File: config.mk
export PLATFORM = sky130hd
export DESIGN_NAME = mem_arbiter
export DESIGN_NICKNAME = d
export VERILOG_FILES = /design/src/rtl/mem_arbiter_pkg.sv /design/src/rtl/mem_arbiter_lat_counter.sv /design/src/rtl/mem_arbiter.sv
export SDC_FILE = /design/constraint.sdc
export NUM_CORES = 1
export LEC_CHECK = 0
export CELL_PAD_IN_SITES_DETAIL_PLACEMENT = 0
export CELL_PAD_IN_SITES_GLOBAL_PLACEMENT = 1
export CORE_ASPECT_RATIO = 0.5
export CORE_MARGIN = 5
export CORE_UTILIZATION = 31
export DETAILED_ROUTE_END_ITERATION = 8
export PLACE_DENSITY_LB_ADDON = 0.12
export RECOVER_POWER = 100
export SLEW_MARGIN = 15
export SYNTH_ARGS = -nofsm -noshare
export SYNTH_HDL_FRONTEND = slang
export SYNTH_SLANG_ARGS = --single-unit
File: constraint.sdc
create_clock -name clk -period 2.4 [get_ports clk]
set_input_delay 0.48 -clock clk [delete_from_list [all_inputs] [get_ports clk]]
set_output_delay 0.48 -clock clk [all_outputs]
set_load 0.01 [all_outputs]
File: src/rtl/mem_arbiter_pkg.sv
// Shared processor package: arbiter FSM states, grant encoding and the
// fairness rule used when fetch and memory stage request together.
package mem_arbiter_pkg;

    typedef enum logic [1:0] {
        ST_IDLE = 2'd0,
        ST_BUSY = 2'd1,
        ST_DONE = 2'd2
    } arb_state_t;

    typedef enum logic {
        GRANT_I = 1'b0,
        GRANT_D = 1'b1
    } grant_t;

    localparam int unsigned CNT_W = 4;

    // A tie goes to whichever requester was not served last.
    function automatic grant_t pick_grant(input logic i_pend, input logic d_pend,
                                          input grant_t last);
        if (i_pend && d_pend) begin
            if (last == GRANT_D) return GRANT_I;
            return GRANT_D;
        end
        if (d_pend) return GRANT_D;
        return GRANT_I;
    endfunction

endpackage

File: src/rtl/mem_arbiter_lat_counter.sv
// Loadable down-counter with zero flag; times the BUSY phase of an access.
module lat_counter
    import mem_arbiter_pkg::*;
#(
    parameter int unsigned W = CNT_W
) (
    input  logic         clk,
    input  logic         rst,
    input  logic         load,
    input  logic [W-1:0] load_val,
    input  logic         dec,
    output logic [W-1:0] count,
    output logic         zero
);

    always_ff @(posedge clk) begin
        if (!rst) begin
            count <= '0;
        end else if (load) begin
            count <= load_val;
        end else if (dec && (count != '0)) begin
            count <= count - W'(1);
        end
    end

    assign zero = (count == '0);

endmodule

File: src/rtl/mem_arbiter.sv
// Arbitrates fetch and memory-stage accesses onto one single-port memory
// and raises the pipeline stall requests while an access is outstanding.
module mem_arbiter
    import mem_arbiter_pkg::*;
#(
    parameter int unsigned LATENCY = 2,
    parameter int unsigned AW      = 16,
    parameter int unsigned DW      = 16
) (
    input  logic          clk,
    input  logic          rst,
    input  logic          if_req,
    input  logic [AW-1:0] if_addr,
    output logic [DW-1:0] if_rdata,
    output logic          if_done,
    input  logic          d_rd,
    input  logic          d_wr,
    input  logic [AW-1:0] d_addr,
    input  logic [DW-1:0] d_wdata,
    output logic [DW-1:0] d_rdata,
    output logic          d_done,
    input  logic          halt,
    output logic          mem_en,
    output logic          mem_wr,
    output logic [AW-1:0] mem_addr,
    output logic [DW-1:0] mem_wdata,
    input  logic [DW-1:0] mem_rdata,
    output logic          stall_if,
    output logic          stall_mem,
    output logic          err
);

    arb_state_t       state, state_next;
    grant_t           last_grant, grant_sel;
    logic             grant_fire;
    logic             i_pend, d_pend;
    logic [AW-1:0]    addr_q;
    logic [DW-1:0]    wdata_q;
    logic             wr_q;
    logic [CNT_W-1:0] count;
    logic             cnt_zero;
    logic             final_busy;

    assign i_pend     = if_req & ~halt;
    assign d_pend     = d_rd | d_wr;
    assign grant_sel  = pick_grant(i_pend, d_pend, last_grant);
    assign final_busy = (state == ST_BUSY) && cnt_zero;

    lat_counter #(.W(CNT_W)) u_lat (
        .clk      (clk),
        .rst      (rst),
        .load     (grant_fire),
        .load_val (CNT_W'(LATENCY - 1)),
        .dec      (state == ST_BUSY),
        .count    (count),
        .zero     (cnt_zero)
    );

    always_comb begin
        state_next = state;
        grant_fire = 1'b0;
        mem_en     = 1'b0;
        mem_wr     = 1'b0;
        if_done    = 1'b0;
        d_done     = 1'b0;
        case (state)
            ST_IDLE: begin
                if (i_pend || d_pend) begin
                    state_next = ST_BUSY;
                    grant_fire = 1'b1;
                end
            end
            ST_BUSY: begin
                mem_en = 1'b1;
                mem_wr = wr_q;
                if (cnt_zero) state_next = ST_DONE;
            end
            ST_DONE: begin
                if_done    = (last_grant == GRANT_I);
                d_done     = (last_grant == GRANT_D);
                state_next = ST_IDLE;
            end
            default: state_next = ST_IDLE;
        endcase
    end

    // last_grant doubles as the owner of the access in flight.
    always_ff @(posedge clk) begin
        if (!rst) begin
            state      <= ST_IDLE;
            last_grant <= GRANT_D;
            addr_q     <= '0;
            wdata_q    <= '0;
            wr_q       <= 1'b0;
            err        <= 1'b0;
            if_rdata   <= '0;
            d_rdata    <= '0;
        end else begin
            state <= state_next;
            if (grant_fire) begin
                last_grant <= grant_sel;
                if (grant_sel == GRANT_D) begin
                    addr_q  <= d_addr;
                    wdata_q <= d_wdata;
                    wr_q    <= d_wr;
                    if (d_rd && d_wr) err <= 1'b1;
                end else begin
                    addr_q  <= if_addr;
                    wdata_q <= '0;
                    wr_q    <= 1'b0;
                end
            end
            if (final_busy) begin
                if (last_grant == GRANT_I) begin
                    if_rdata <= mem_rdata;
                end else if (!wr_q) begin
                    d_rdata <= mem_rdata;
                end
            end
        end
    end

    assign mem_addr  = addr_q;
    assign mem_wdata = wdata_q;
    assign stall_if  = if_req & ~if_done;
    assign stall_mem = d_pend & ~d_done;

endmodule

==> run summary, run 1 <==
Number of vias per cell: 4.59
Critical Path Sink Type: primary output
Average size of a mapped cell: 8.67 um^2
Number of resized instances in the post-cts repair step: 0
Tmin final: 2.24 ns
Initial cell density of the core: 31.3%
Number of CTS-inserted buffers: 9
Critical path buffers and inverters: 2
Most used cells in the layout excluding fill and tap cells: 118 x sky130_fd_sc_hd__nand2_1, 73 x sky130_fd_sc_hd__dfxtp_1, 70 x sky130_fd_sc_hd__clkdlybuf4s50_1, 69 x sky130_fd_sc_hd__dlygate4sd3_1, 32 x sky130_fd_sc_hd__mux2i_1
Met3 WL post-DR: 652 um
Syn Std Cell Area: 0.00291 mm^2
Synth warn: 0
Cells after Synth: 336
Antenna violations before repair: 0
Synth Flop Type: sky130_fd_sc_hd__dfxtp_1
Final count of hold timing violations: 0
Seq/Total Area, Yosys: 50.2%
Worst vdd rail ir drop: 0.000436 V
DRT iter0 DRCs: 139
Total wire length: 8100 um
Most common library cell in the layout ignoring fill and taps: sky130_fd_sc_hd__nand2_1
Routed Antenna Nets: 0
Total negative slack for setup checks: 0 ns
Critical-path maximum fanout: 4
Vias after detailed routing: 2736
Post-synthesis cell type count: 37
Required time worst endpoint: 1.92 ns
EDFF count, synth: 0
Mean routed wirelength per cell: 13.6 um
Total power per unit cell area: 754 mW/mm^2
Relative slew margins: 51.6%
Core footprint: 0.00929 mm^2
Ordered list of cells on the worst path: clkdlybuf4s50_1 > nor2_1 > nor2_1 > clkdlybuf4s50_1
Number of detailed-routing iterations run before antenna repair: 4
Htree depth: 3
Number of remaining DRC errors: 0
Relative area change from synthesis to final layout: 62.0%
Final layout net count: 541
Area of the die: 0.0115 mm^2
Global router's overall resource usage: 13.8%
Async SR Flop Fraction: 0%
CP peak stage delay: 0.48 ns
Leakage: 2.16 nW
Remaining global-route overflow: 0
Final Slew Violations: 0
Final worst clock skew: 0.00762 ns
Share of post-route cells with drive strength above 1: 5.47%
MaxCap Viol Count: 0
Clk Latency, worst-skew pair: 0.33 ns
Power, Total: 3.56 mW
Detailed Place HPWL: 5970 um
# Post-CTS Setup Buffers: 0
Number of nets produced by synthesis: 407
Library cell contributing the largest single delay on the critical path: sky130_fd_sc_hd__clkdlybuf4s50_1
Clock slew at the register clock pins of the worst setup and hold paths: 0.06 ns
Via count of the first global-routing pass: 2696
Setup violators final: 0
Outcome: finished clean
CP arrival: 1.76 ns
Number of port buffers: 140
Uppermost routed layer: met4
CTS tree: done
Met2 routed wirelength: 3770 um
Clock Tree Buf Depth: 2
Floorplan die width: 147 um
Element type at the critical path start: input pin
Hold-fix buffer count after cts: 0
I/O pin count: 141
Routability congestion estimate: 0.774
Ratio of final minimum period to clock period: 93.2%
Delay-heaviest family, CP: buffers and inverters
Die H: 78.5 um
Global-route wire length before repair: 13000 um
Pin count of the biggest net entering global routing: 66
Yosys reg bits: 73
Unrepaired setup endpoints after global routing: false
Count of clock tree sinks: 73
Transition time of the tightest slew-check pin: 0.726 ns
Clock root buffer: sky130_fd_sc_hd__clkbuf_16
Antenna Cells: 0
Path type of the worst min-delay path: reg -> reg
Met1 WL: 3620 um
Maximum achievable frequency: 0.447 GHz
Site Rows: 25
Worst setup path class: in -> out
[synth_stat cells, types with 2 or more instances]
master / count / area (um^2)
sky130_fd_sc_hd__nand2b_1: 5 / 31.3
sky130_fd_sc_hd__nand3_1: 2 / 10.0
sky130_fd_sc_hd__inv_1: 2 / 7.51
sky130_fd_sc_hd__o21a_1: 2 / 15.0
sky130_fd_sc_hd__dfxtp_1: 73 / 1460
sky130_fd_sc_hd__o22ai_1: 17 / 106
sky130_fd_sc_hd__nor2b_1: 2 / 12.5
sky130_fd_sc_hd__nor2_1: 6 / 22.5
sky130_fd_sc_hd__nand2_1: 117 / 439
sky130_fd_sc_hd__mux2i_1: 32 / 320
sky130_fd_sc_hd__buf_1: 4 / 15.0
sky130_fd_sc_hd__buf_6: 3 / 33.8
sky130_fd_sc_hd__clkbuf_1: 10 / 37.5
sky130_fd_sc_hd__o21ai_1: 3 / 15.0
sky130_fd_sc_hd__o21ai_0: 15 / 75.1
sky130_fd_sc_hd__buf_2: 6 / 30.0
sky130_fd_sc_hd__a31oi_1: 16 / 100
sky130_fd_sc_hd__xnor2_1: 2 / 17.5
[worst paths after layout]
| kind | slack [ns] | startpoint | cells after the start | endpoint |
|---|---|---|---|---|
| setup reg to reg | 0.39 | u_lat.count[0]$_SDFFE_PN0P_ | 7 | d_rdata[10]$_SDFFE_PN0P_ |
| setup / recovery | 0.16 | d_wr | 4 | stall_mem |
| hold reg to reg | 0.45 | d_rdata[4]$_SDFFE_PN0P_ | 2 | d_rdata[4]$_SDFFE_PN0P_ |
| hold / removal | 0.45 | d_rdata[4]$_SDFFE_PN0P_ | 2 | d_rdata[4]$_SDFFE_PN0P_ |
[routing by layer]
layer	up-vias	global-route usage, %
li1	1398	-
met1	1244	16.5
met2	89	22.5
met3	5	6.57
met4	0	3.35
met5	-	0
[metrics by stage]
stage | worst slack (ns) | cells | hold WS [ns] | util [%] | instance area (um^2)
floorplan | 0.898 | 336 | 0.450 | - | 2910
global placement | 0.175 | 580 | 0.445 | 47.4 | 4400
detailed placement | 0.161 | 580 | 0.454 | 47.4 | 4400
CTS | 0.162 | 596 | 0.461 | 51.1 | 4740
global route | 0.0988 | 596 | 0.478 | 50.8 | 4720
finish | 0.164 | 596 | 0.454 | 50.8 | 4720
[area by class of cell]
cell class              instances  area [um^2]
inverters                       3         11.3
well taps                     121          151
fillers                       849         4570
clock buffers                  12          267
repair buffers                148         1460
multi-input cells             235         1290
flip-flops and latches         73         1460
clock inverters                 4         73.8
[flip-flops by register name (all words and copies together) (netlist names)]
register	count
state	2
u_lat.count	4
if_rdata	16
last_grant	1
d_rdata	16
mem_addr	16
err	1
mem_wdata	16
wr_q	1
[kinds of logic after synthesis]
| kind of cell | count (synthesis) | share of synthesized area [%] |
|---|---|---|
| flip-flops | 73 | 50.2 |
| XOR/XNOR | 2 | 0.602 |
| adder cells (fa/ha/maj) | 1 | 0.430 |
| buffers and inverters | 28 | 5.07 |
| AO/OA/AOI/OAI | 56 | 11.5 |
| AND/OR/NAND/NOR | 144 | 21.2 |
| multiplexers | 32 | 11.0 |
[power by group]
| part | internal, mW | leakage [nW] | switching [mW] |
|---|---|---|---|
| combinational | 0.363 | 1.40 | 0.331 |
| sequential | 1.32 | 0.597 | 0.0571 |
| clock | 0.994 | 0.169 | 0.487 |
[worst register-to-register path, stage by stage, from the launching register on]
cell and delay (ns):
sky130_fd_sc_hd__dfxtp_1 0.31, sky130_fd_sc_hd__inv_1 0.09, sky130_fd_sc_hd__ha_1 0.19, sky130_fd_sc_hd__nor3b_1 0.38
sky130_fd_sc_hd__and2_0 0.25, sky130_fd_sc_hd__nand3b_2 0.09, sky130_fd_sc_hd__clkbuf_2 0.37, sky130_fd_sc_hd__mux2i_1 0.22
No activity file was read; power rests on OpenSTA's default activity.
==> run 2: changes to the inputs <==
Settings changed: CORE_UTILIZATION 31 to 26.
Clock period 2.4 ns to 1.9 ns, I/O delays scaled along.
==> run 2 against run 1 <==
  * Design area grew 1.4%
  * Clock power up 11%
  * Worst hold slack got worse by 0.061 ns
  * Critical path type unchanged
  * Worst setup slack worse by 0.035 ns
  * Sequential share of layout area decreased by 0.37 points
  * Die area rose by 17%
==> run summary, run 2 (same netlist as run 1, synthesis figures left out) <==
Element type at the critical path start: input pin
Antenna violations before repair: 0
Most common library cell in the layout ignoring fill and taps: sky130_fd_sc_hd__nand2_1
Final worst clock skew: 0.00518 ns
Count of clock tree sinks: 73
Core footprint: 0.0110 mm^2
Site Rows: 27
I/O pin count: 141
Vias after detailed routing: 2681
Htree depth: 3
Worst setup path class: in -> out
Worst setup endpoint: stall_mem
Critical hold path startpoint: rst
# Post-CTS Setup Buffers: 0
Clock slew at the register clock pins of the worst setup and hold paths: 0.05 ns
Ratio of final minimum period to clock period: 93.2%
Final layout net count: 547
Clock Tree Buf Depth: 2
Routability congestion estimate: 0.662
Antenna Cells: 0
Relative area change from synthesis to final layout: 64.2%
Share of post-route cells with drive strength above 1: 7.07%
Switching share of power: 25.3%
Final count of hold timing violations: 0
Total wire length: 8220 um
Mean routed wirelength per cell: 13.1 um
R2R depth: 7
Detailed Place HPWL: 5930 um
Remaining global-route overflow: 0
Setup crit start: d_rd
MaxCap Viol Count: 0
Clk Latency, worst-skew pair: 0.32 ns
Worst vdd rail ir drop: 0.000403 V
NetSw: 1.09 mW
Number of detailed-routing iterations run before antenna repair: 4
Final Slew Violations: 0
Number of port buffers: 140
Pin count of the biggest net entering global routing: 43
Part of the total power dissipated in the clock network: 38.3%
Path type of the worst min-delay path: in -> reg
Die H: 84.8 um
Critical Path Sink Type: primary output
Beginning of the worst register-to-register path: u_lat.count[0]$_SDFFE_PN0P_
Most used cells in the layout excluding fill and tap cells: 117 x sky130_fd_sc_hd__nand2_1, 71 x sky130_fd_sc_hd__dfxtp_1, 67 x sky130_fd_sc_hd__dlygate4sd3_1, 66 x sky130_fd_sc_hd__clkdlybuf4s50_1, 32 x sky130_fd_sc_hd__mux2i_1
Number of vias per cell: 4.28
Global-route wire length before repair: 13600 um
Reg2reg setup slack: 0.24 ns
Post-layout util: 43.5%
CP arrival: 1.39 ns
Transition time of the tightest slew-check pin: 0.407 ns
Initial cell density of the core: 26.5%
CTS tree: done
Tmin final: 1.77 ns
Clock root buffer: sky130_fd_sc_hd__clkbuf_16
Internal power: 3.20 mW
Post-Place Worst Slack: -0.0124 ns
Setup violators final: 0
Relative slew margins: 72.8%
Capturing point of the worst reg2reg path: d_rdata[15]$_SDFFE_PN0P_
Power share of the combinational group: 21.2%
FILL cells: 1084
Share of power burned in registers: 40.5%
DRT iter0 DRCs: 72
Unrepaired setup endpoints after global routing: false
Via count of the first global-routing pass: 2744
Number of remaining DRC errors: 0
Floorplan die width: 160 um
Total power per unit cell area: 897 mW/mm^2
Leakage: 2.19 nW
Area of the die: 0.0135 mm^2
Number of CTS-inserted buffers: 9
Critical-path maximum fanout: 2
Global router's overall resource usage: 12.2%
Required time worst endpoint: 1.52 ns
Maximum achievable frequency: 0.564 GHz
Routed Antenna Nets: 0
Worst setup margin: 0.128 ns
Outcome: finished clean
-- run 2: how the worst min path moves through the flow --
| stage | end | slack (ns) | cells after the start |
|---|---|---|---|
| after global routing | last_grant$_SDFFE_PN1P_ | 0.40 | 2 |
| after CTS | last_grant$_SDFFE_PN1P_ | 0.38 | 2 |
| after global placement | err$_SDFFE_PN0P_ | 0.44 | 2 |
| after detailed placement | if_rdata[13]$_SDFFE_PN0P_ | 0.45 | 2 |
| after floorplan | wr_q$_SDFFE_PN0P_ | 0.45 | 2 |
| final | last_grant$_SDFFE_PN1P_ | 0.39 | 2 |
-- run 2: through the flow --
step / total power [mW] / std cells / hold slack, ns / setup TNS, ns / instance area (um^2)
finish: 4.29 / 626 / 0.392 / 0 / 4780
global route: 4.55 / 626 / 0.400 / 0 / 4780
CTS: 4.46 / 626 / 0.384 / 0 / 4800
detailed placement: 2.77 / 610 / 0.451 / -0.0155 / 4510
global placement: 2.77 / 610 / 0.440 / -0.00671 / 4510
floorplan: 2.23 / 336 / 0.450 / 0 / 2910
-- run 2: final cells by class --
cell class	instances	area [um^2]	share of cell area, %
Multi-Input combinational cell	235	1310	27.3
Sequential cell	73	1460	30.6
Tap cell	145	181	3.79
Timing Repair Buffer	154	1530	31.9
Clock inverter	3	40.0	0.837
Inverter	3	11.3	0.236
Clock buffer	13	250	5.23
-- run 2: critical path, stage by stage --
cell and delay (ns):
sky130_fd_sc_hd__dlygate4sd3_1 0.55, sky130_fd_sc_hd__nor2_1 0.14, sky130_fd_sc_hd__nor2_1 0.05, sky130_fd_sc_hd__dlygate4sd2_1 0.27
-- run 2: power groups by stage --
stage                     combinational, mW  clock [mW]  sequential [mW]
after floorplan                       0.401           0             1.83
after global placement                0.995           0             1.77
after detailed placement              0.992           0             1.78
after CTS                             0.995        1.72             1.75
after global routing                   1.01        1.78             1.76
final                                 0.908        1.64             1.74
-- run 2: layer usage --
layer / vias to the layer above / track usage [%] / routed length (um)
li1: 1407 / - / -
met4: 0 / 2.83 / 47
met5: - / 0 / 0
met1: 1201 / 13.9 / 3500
met2: 68 / 21.0 / 3950
met3: 5 / 6.02 / 728
-- run 2: repair_timing --
action	in CTS	in global routing
endpoints found under the setup margin	5	4
gates resized for setup	5	4
hold buffers	0	0
